### src/rtl/stopwatch_counter_core.sv
// -----------------------------------------------------------------------------
// stopwatch_counter_core
//
// Four-digit BCD stopwatch datapath counting 00.00 .. 99.99 seconds
// (tens of seconds, seconds, tenths, hundredths).
//
// A prescaler divides clk100_i down to the hundredths tick rate while the
// stopwatch is RUNNING.  Each tick advances a ripple BCD cascade.  While
// STOPPED the digits can be edited one at a time (no carry between digits)
// or cleared.  The running flag is exported so the upstream digit-edit
// state machine can gate its editing.
//
// Parameters:
//   CLK_FREQ_HZ   input clock frequency in Hz
//   TICK_HZ       hundredths tick rate in Hz  (DIV = CLK_FREQ_HZ/TICK_HZ >= 2)
//
// Ports:
//   clk100_i          in   system clock
//   rst_i             in   asynchronous, active-high reset
//   start_stop_i      in   single-cycle pulse, toggles RUNNING/STOPPED
//   clear_i           in   single-cycle pulse, zeroes digits (STOPPED only)
//   edit_sel_i[2:0]   in   selected digit: 1=hund 2=tenths 3=sec 4=ten, else none
//   increm_i          in   single-cycle pulse, increments selected digit (STOPPED only)
//   device_running_o  out  1 while counting
//   hund_o[3:0]       out  BCD hundredths
//   tenths_o[3:0]     out  BCD tenths
//   sec_o[3:0]        out  BCD seconds
//   ten_o[3:0]        out  BCD tens of seconds
//   wrap_o            out  one-cycle pulse when the count rolls 99.99 -> 00.00
// -----------------------------------------------------------------------------
module stopwatch_counter_core #(
    parameter int unsigned CLK_FREQ_HZ = 100_000_000,
    parameter int unsigned TICK_HZ     = 100
) (
    input  logic       clk100_i,
    input  logic       rst_i,
    input  logic       start_stop_i,
    input  logic       clear_i,
    input  logic [2:0] edit_sel_i,
    input  logic       increm_i,
    output logic       device_running_o,
    output logic [3:0] hund_o,
    output logic [3:0] tenths_o,
    output logic [3:0] sec_o,
    output logic [3:0] ten_o,
    output logic       wrap_o
);

    localparam int unsigned DIV = CLK_FREQ_HZ / TICK_HZ;
    localparam int unsigned PW  = (DIV > 1) ? $clog2(DIV) : 1;
    localparam logic [PW-1:0] PRESC_MAX = PW'(DIV - 1);

    if (DIV < 2) begin : g_bad_div
        $error("stopwatch_counter_core: CLK_FREQ_HZ/TICK_HZ must be at least 2");
    end

    localparam logic [2:0] SEL_HUND   = 3'd1;
    localparam logic [2:0] SEL_TENTHS = 3'd2;
    localparam logic [2:0] SEL_SEC    = 3'd3;
    localparam logic [2:0] SEL_TEN    = 3'd4;

    typedef enum logic {
        ST_STOPPED = 1'b0,
        ST_RUNNING = 1'b1
    } state_t;

    state_t        state_q, state_d;
    logic [PW-1:0] presc_q, presc_d;
    logic [3:0]    hund_q, hund_d;
    logic [3:0]    tenths_q, tenths_d;
    logic [3:0]    sec_q, sec_d;
    logic [3:0]    ten_q, ten_d;
    logic          wrap_q, wrap_d;

    logic          running;
    logic          tick;
    logic          carry_hund;
    logic          carry_tenths;
    logic          carry_sec;
    logic          carry_ten;

    // Any value of 9 or above counts as "at max": it carries and wraps to 0,
    // so a corrupted digit self-heals on its next increment.
    function automatic logic digit_at_max(input logic [3:0] d);
        return (d >= 4'd9);
    endfunction

    function automatic logic [3:0] digit_inc(input logic [3:0] d);
        return digit_at_max(d) ? 4'd0 : (d + 4'd1);
    endfunction

    assign running = (state_q == ST_RUNNING);
    assign tick    = running && (presc_q == PRESC_MAX);

    // ------------------------------------------------------------------
    // Run/stop state machine
    // ------------------------------------------------------------------
    always_ff @(posedge clk100_i or posedge rst_i) begin
        if (rst_i) begin
            state_q <= ST_STOPPED;
        end else begin
            state_q <= state_d;
        end
    end

    always_comb begin
        state_d = state_q;
        if (start_stop_i) begin
            if (state_q == ST_STOPPED) begin
                state_d = ST_RUNNING;
            end else begin
                state_d = ST_STOPPED;
            end
        end
    end

    // ------------------------------------------------------------------
    // Prescaler: free-runs only while RUNNING and holds while STOPPED so a
    // stop/start pair keeps the partial tick.  A clear restarts the phase.
    // ------------------------------------------------------------------
    always_comb begin
        presc_d = presc_q;
        if (running) begin
            if (tick) begin
                presc_d = '0;
            end else begin
                presc_d = presc_q + PW'(1);
            end
        end else if (clear_i) begin
            presc_d = '0;
        end
    end

    always_ff @(posedge clk100_i or posedge rst_i) begin
        if (rst_i) begin
            presc_q <= '0;
        end else begin
            presc_q <= presc_d;
        end
    end

    // ------------------------------------------------------------------
    // Digit update: BCD cascade on tick while RUNNING; clear/edit while
    // STOPPED, with clear taking priority over an edit in the same cycle.
    // ------------------------------------------------------------------
    always_comb begin
        hund_d       = hund_q;
        tenths_d     = tenths_q;
        sec_d        = sec_q;
        ten_d        = ten_q;
        wrap_d       = 1'b0;
        carry_hund   = 1'b0;
        carry_tenths = 1'b0;
        carry_sec    = 1'b0;
        carry_ten    = 1'b0;

        if (running) begin
            if (tick) begin
                hund_d     = digit_inc(hund_q);
                carry_hund = digit_at_max(hund_q);
                if (carry_hund) begin
                    tenths_d     = digit_inc(tenths_q);
                    carry_tenths = digit_at_max(tenths_q);
                end
                if (carry_tenths) begin
                    sec_d     = digit_inc(sec_q);
                    carry_sec = digit_at_max(sec_q);
                end
                if (carry_sec) begin
                    ten_d     = digit_inc(ten_q);
                    carry_ten = digit_at_max(ten_q);
                end
                wrap_d = carry_ten;
            end
        end else if (clear_i) begin
            hund_d   = '0;
            tenths_d = '0;
            sec_d    = '0;
            ten_d    = '0;
        end else if (increm_i) begin
            case (edit_sel_i)
                SEL_HUND:   hund_d   = digit_inc(hund_q);
                SEL_TENTHS: tenths_d = digit_inc(tenths_q);
                SEL_SEC:    sec_d    = digit_inc(sec_q);
                SEL_TEN:    ten_d    = digit_inc(ten_q);
                default:    ;
            endcase
        end
    end

    always_ff @(posedge clk100_i or posedge rst_i) begin
        if (rst_i) begin
            hund_q   <= '0;
            tenths_q <= '0;
            sec_q    <= '0;
            ten_q    <= '0;
            wrap_q   <= 1'b0;
        end else begin
            hund_q   <= hund_d;
            tenths_q <= tenths_d;
            sec_q    <= sec_d;
            ten_q    <= ten_d;
            wrap_q   <= wrap_d;
        end
    end

    // ------------------------------------------------------------------
    // Outputs (all registered)
    // ------------------------------------------------------------------
    assign device_running_o = running;
    assign hund_o           = hund_q;
    assign tenths_o         = tenths_q;
    assign sec_o            = sec_q;
    assign ten_o            = ten_q;
    assign wrap_o           = wrap_q;

endmodule

### config.mk
export PLATFORM = sky130hd
export DESIGN_NAME = stopwatch_counter_core
export DESIGN_NICKNAME = d
export VERILOG_FILES = /design/src/rtl/stopwatch_counter_core.sv
export SDC_FILE = /design/constraint.sdc
export NUM_CORES = 1
export LEC_CHECK = 0
export CELL_PAD_IN_SITES_DETAIL_PLACEMENT = 1
export CELL_PAD_IN_SITES_GLOBAL_PLACEMENT = 1
export CORE_UTILIZATION = 43
export CTS_CLUSTER_SIZE = 24
export DETAILED_ROUTE_END_ITERATION = 16
export GPL_TIMING_DRIVEN = 0
export HOLD_SLACK_MARGIN = 0.03
export PLACE_DENSITY_LB_ADDON = 0.1
export SLEW_MARGIN = 20
export SYNTH_ARGS = -nofsm -noshare
export SYNTH_HDL_FRONTEND = slang
export SYNTH_SLANG_ARGS = --single-unit
export TNS_END_PERCENT = 20
### constraint.sdc
create_clock -name clk100_i -period 2.85 [get_ports clk100_i]
set_clock_uncertainty 0.1 [all_clocks]
set_input_delay 0.4275 -clock clk100_i [delete_from_list [all_inputs] [get_ports clk100_i]]
set_output_delay 0.4275 -clock clk100_i [all_outputs]
set_load 0.02 [all_outputs]
; ---- After elaboration in Yosys (flattened, before gate mapping)
; Cells that the tools add are included.
; Widths: inputs -> output; s select.
[classes]
n_eq_ne = 9
reduce_logical = 11
mux = 40
order_cmp = 4
n_addsub = 5
[op_table]
columns = operator, n
row1 = $mux 4, 27
row2 = $mux 20, 3
row3 = $add 20x1->20 const B, 1
row4 = $eq 20x20->1 const B, 1
row5 = $add 4x1->4 const B, 4
row6 = $ge 4x4->1 const B, 4
row7 = $reduce_bool 3->1, 5
row8 = $reduce_and 4->1, 3
row9 = $mux 1, 10
row10 = $ne 2x1->1 const B, 4
row11 = $eq 3x2->1 const B, 2
row12 = $eq 3x1->1 const B, 1
row13 = $eq 3x3->1 const B, 1
row14 = $reduce_and 3->1, 1
row15 = $reduce_bool 2->1, 1
row16 = $logic_and 1x1->1, 1
[totals]
inputBits = 8
output_inout_bits = 18
elab_cells = 76
regBits = 38

; ---- Logic depth before layout (Yosys ltp)
[depth]
word_depth = 10
mapped_depth = 9
mapped_depth_nobuf = 7

; ---- Worst setup path after synthesis
; No wires, ideal clock.
[synth_path]
path_type = register to register
start = register presc_q[12]
end = register ten_q[3] (netlist: ten_o[3])
path_stages_with_launch = 7
required_time_ns = 2.654
n_path_buf = 1
period_less_slack_ns = 2.514
arrival_ns = 2.319
setup_ns = 0.096
path_slack_ns = 0.336
cell_sequence = dfrtp_1 -> or4b_1 -> or4_4 -> buf_6 -> o31a_1 -> or2_4 -> o31ai_1
[synth_via]
elab_chain_cells = 4
[synth_rtl]
columns = item, line_no
row1 = "start, declared", 68  ; logic [PW-1:0] presc_q, presc_d;
row2 = "start signal, assigned", 138  ; presc_q <= presc_d;
row3 = $eq 20x20->1, 93  ; assign tick = running && (presc_q == PRESC_MAX);
row4 = $logic_and 1x1->1, 93
row5 = $ne 2x1->1 (no source line), --
row6 = $reduce_and 4->1 (no source line), --
row7 = "end signal, assigned", 202  ; ten_q <= ten_d;
row8 = "end, declared", 72  ; logic [3:0] ten_q, ten_d;
; Every way passes these cells.
; A chain may end at the register's enable or synchronous reset.

; ---- Final worst setup path
[layout_path]
start = register presc_q[11]
end = register ten_q[3] (netlist: ten_o[3])
; The elaborated chain is that of the path after synthesis.

==> results_dict.tcl <==
set metrics [dict create \
    portBuffers 25 \
    vias_per_cell 5.657 \
    wl_um 5888 \
    ir_worst_vdd_mv 0.4388 \
    relSlewSlack_pct 38.54 \
    final-hold-violation-count 0 \
    crit_slowest_cell "or4b_1" \
    vias 2048 \
    ctsHoldBuffers 0 \
    r2r_slack_ns 0.12 \
    worstSetupPathType "reg2reg" \
    globalRouteOverflowTotal 0 \
    ioPinCount 26 \
    drive_above_1_share_pct 7.534 \
    r2r_end "ten_o[3]" \
    yosys_warnings 0 \
    cp_slowest_stage_delay_ns 0.54 \
    syn_to_final_growth_pct 20.16 \
    nets 312 \
    syn_area_mm2 0.002321 \
    num_rows 26 \
    start_kind "flop" \
    dpl.hpwl_um 4376 \
    start_util_pct 45.16 \
    syn_avg_cell_area_um2 8.961 \
    grt_antenna_before_repair 0 \
    finalSetupViolations 0 \
    crit_chain "or4b_1 -> or4_4 -> buf_6 -> o31a_1 -> or2_4 -> o31ai_1" \
    hp-class "in2async" \
    yosys-top-cells-area "dfrtp_1, ha_1, o21ai_0" \
    clock_latency_ns 0.30 \
    max_freq_mhz 365.9 \
    dieArea_mm2 0.005696 \
    htree_levels 2 \
    finalSetupTns_ns 0 \
    first_pass_iters 4 \
    reg2regPathDepth 6 \
    maxCapViolCount 0 \
    synthArstFlopShare_pct 100.0 \
    clock_path_buffers 2 \
    cts-resized-gates 0 \
    grt_pass1_vias 1991 \
    critPathArrivalTime_ns 2.83 \
    ys_types 48 \
    synth_seq_area_share_pct 40.97 \
    coreArea_mm2 0.005140 \
    min_period_ns 2.733 \
    status "finished clean" \
    synthTopCellsByCount "dfrtp_1, o21ai_0, nand2_1, inv_1, nor2_1" \
    syn-num-nets 280 \
    endpoint_kind "flop" \
    wl_per_cell_um 16.27 \
    synth_seq_cells 38 \
    fillers 638 \
    p_leak_nw 1.204 \
    cts_tree "built" \
    rsz0062_at_grt "no" \
    required_ns 2.94 \
    path_max_fanout 7 \
    fp.dieH_um 75.47 \
    synth_edf_count 0 \
    drc 0 \
    path_clk_slew_ns 0.08 \
    die_width_um 75.47 \
    path_delay_family "simple AND/OR/NAND/NOR gates" \
    synthCells 259 \
    worstMarginPinSlew_ns 0.9149 \
    drtIter0Drc 82 \
    numCtsBuffers 5 \
    grt_usage_pct 22.48 \
    cts_setup_buffers 0 \
    slew_violations 0 \
    period_share_pct 95.89 \
    dp.cells 355 \
    r2r_start "presc_q[11]" \
    cellPowerDensity_mw_per_mm2 931.4 \
    cp_num_buf_inv 1 \
    ys.flop_type "dfrtp_1" \
    antenna_cells 0 \
    gp_congestion 0.7680 \
    grt_pass1_wl_um 9687 \
    yosysTopAreaCell "dfrtp_1" \
    grt_max_degree 21 \
    synth_top_area_share_pct 40.97 \
    layoutNonFillerInstCount 362 \
    synth_most_common_cell "dfrtp_1" \
    final_antenna_net_count 0 \
    cts.sinks 38 \
    root_buffer "clkbuf_8" \
]
==> worst max path at each step <==
stage	startpoint	end	cells after the start
after detailed placement	presc_q[11]	presc_q[7]	8
after global placement	presc_q[12]	presc_q[18]	8
after CTS	presc_q[11]	presc_q[18]	8
after global routing	presc_q[12]	sec_o[0]	5
final	presc_q[11]	ten_o[3]	6
after floorplan	presc_q[12]	ten_o[3]	6
==> cells by family after synthesis <==
kind of cell,after synthesis,synth area share (%)
AND/OR/NAND/NOR,104,24.47
AO/OA/AOI/OAI,70,18.98
flip-flops,38,40.97
buffers and inverters,23,4.097
adder cells (fa/ha/maj),13,7.008
XOR/XNOR,7,2.642
multiplexers,4,1.833
==> through the flow <==
step,setup WS [ns],utilization (%),cell area [um2],hold WS (ns),power [mW]
6_report,0.1170,54.26,2789,0.3655,2.598
5_1_grt,0.004284,54.26,2789,0.4372,2.808
4_1_cts,0.08493,54.33,2793,0.3850,2.621
3_5_place_dp,0.09592,52.26,2686,0.4275,2.159
3_3_place_gp,0.1068,51.73,2659,0.4160,2.096
2_1_floorplan,0.3357,-,2321,0.3725,1.678
==> area by class of cell <==
class	count	area [um2]	share of cell area [%]
Multi-Input combinational cell	198	1275	45.72
Clock buffer	7	76.32	2.737
Clock inverter	1	30.03	1.077
Sequential cell	38	950.9	34.10
Tap cell	70	87.58	3.140
Timing Repair Buffer	26	277.8	9.960
Buffer	5	27.53	0.9870
Inverter	17	63.81	2.288
==> sequential cells by signal, summed over array words and instances (netlist names) <==
name              cells
hund_o                4
tenths_o              4
wrap_o                1
presc_q              20
sec_o                 4
ten_o                 4
device_running_o      1
==> cells in the final DEF, fill, tap and decap left out, types with 3 or more instances in the layout <==
cell type,synthesis,layout
or4_1,3,3
o211ai_1,4,4
inv_1,17,16
nor3_1,4,4
nand2_1,27,27
or3b_2,5,5
clkbuf_1,4,5
a22o_1,3,3
nand2b_1,8,8
o21ai_0,29,29
nand4_1,5,5
a31oi_1,8,8
and3_1,5,5
o31ai_1,4,4
xor2_1,5,5
nand3_1,13,13
a21oi_1,7,7
ha_1,13,13
nor2_1,15,15
dfrtp_1,38,38
clkbuf_8,0,5
a21o_1,4,4
clkdlybuf4s50_1,0,25
==> routing by layer <==
metal	vias to the layer above	part of all wire [%]	global-route usage, %
met3	6	2.1	4.101
met2	20	47	36.11
met5	-	0	0
met1	1025	50	31.27
met4	0	1.1	5.967
li1	997	-	-
==> power breakdown <==
| group | leakage (nW) | switching [mW] | internal, mW |
|---|---|---|---|
| combinational | 0.645 | 0.668 | 0.530 |
| clock | 0.0524 | 0.199 | 0.262 |
| sequential | 0.507 | 0.233 | 0.705 |
| total | 1.20 | 1.10 | 1.50 |
(Power assumes the default switching activity.)
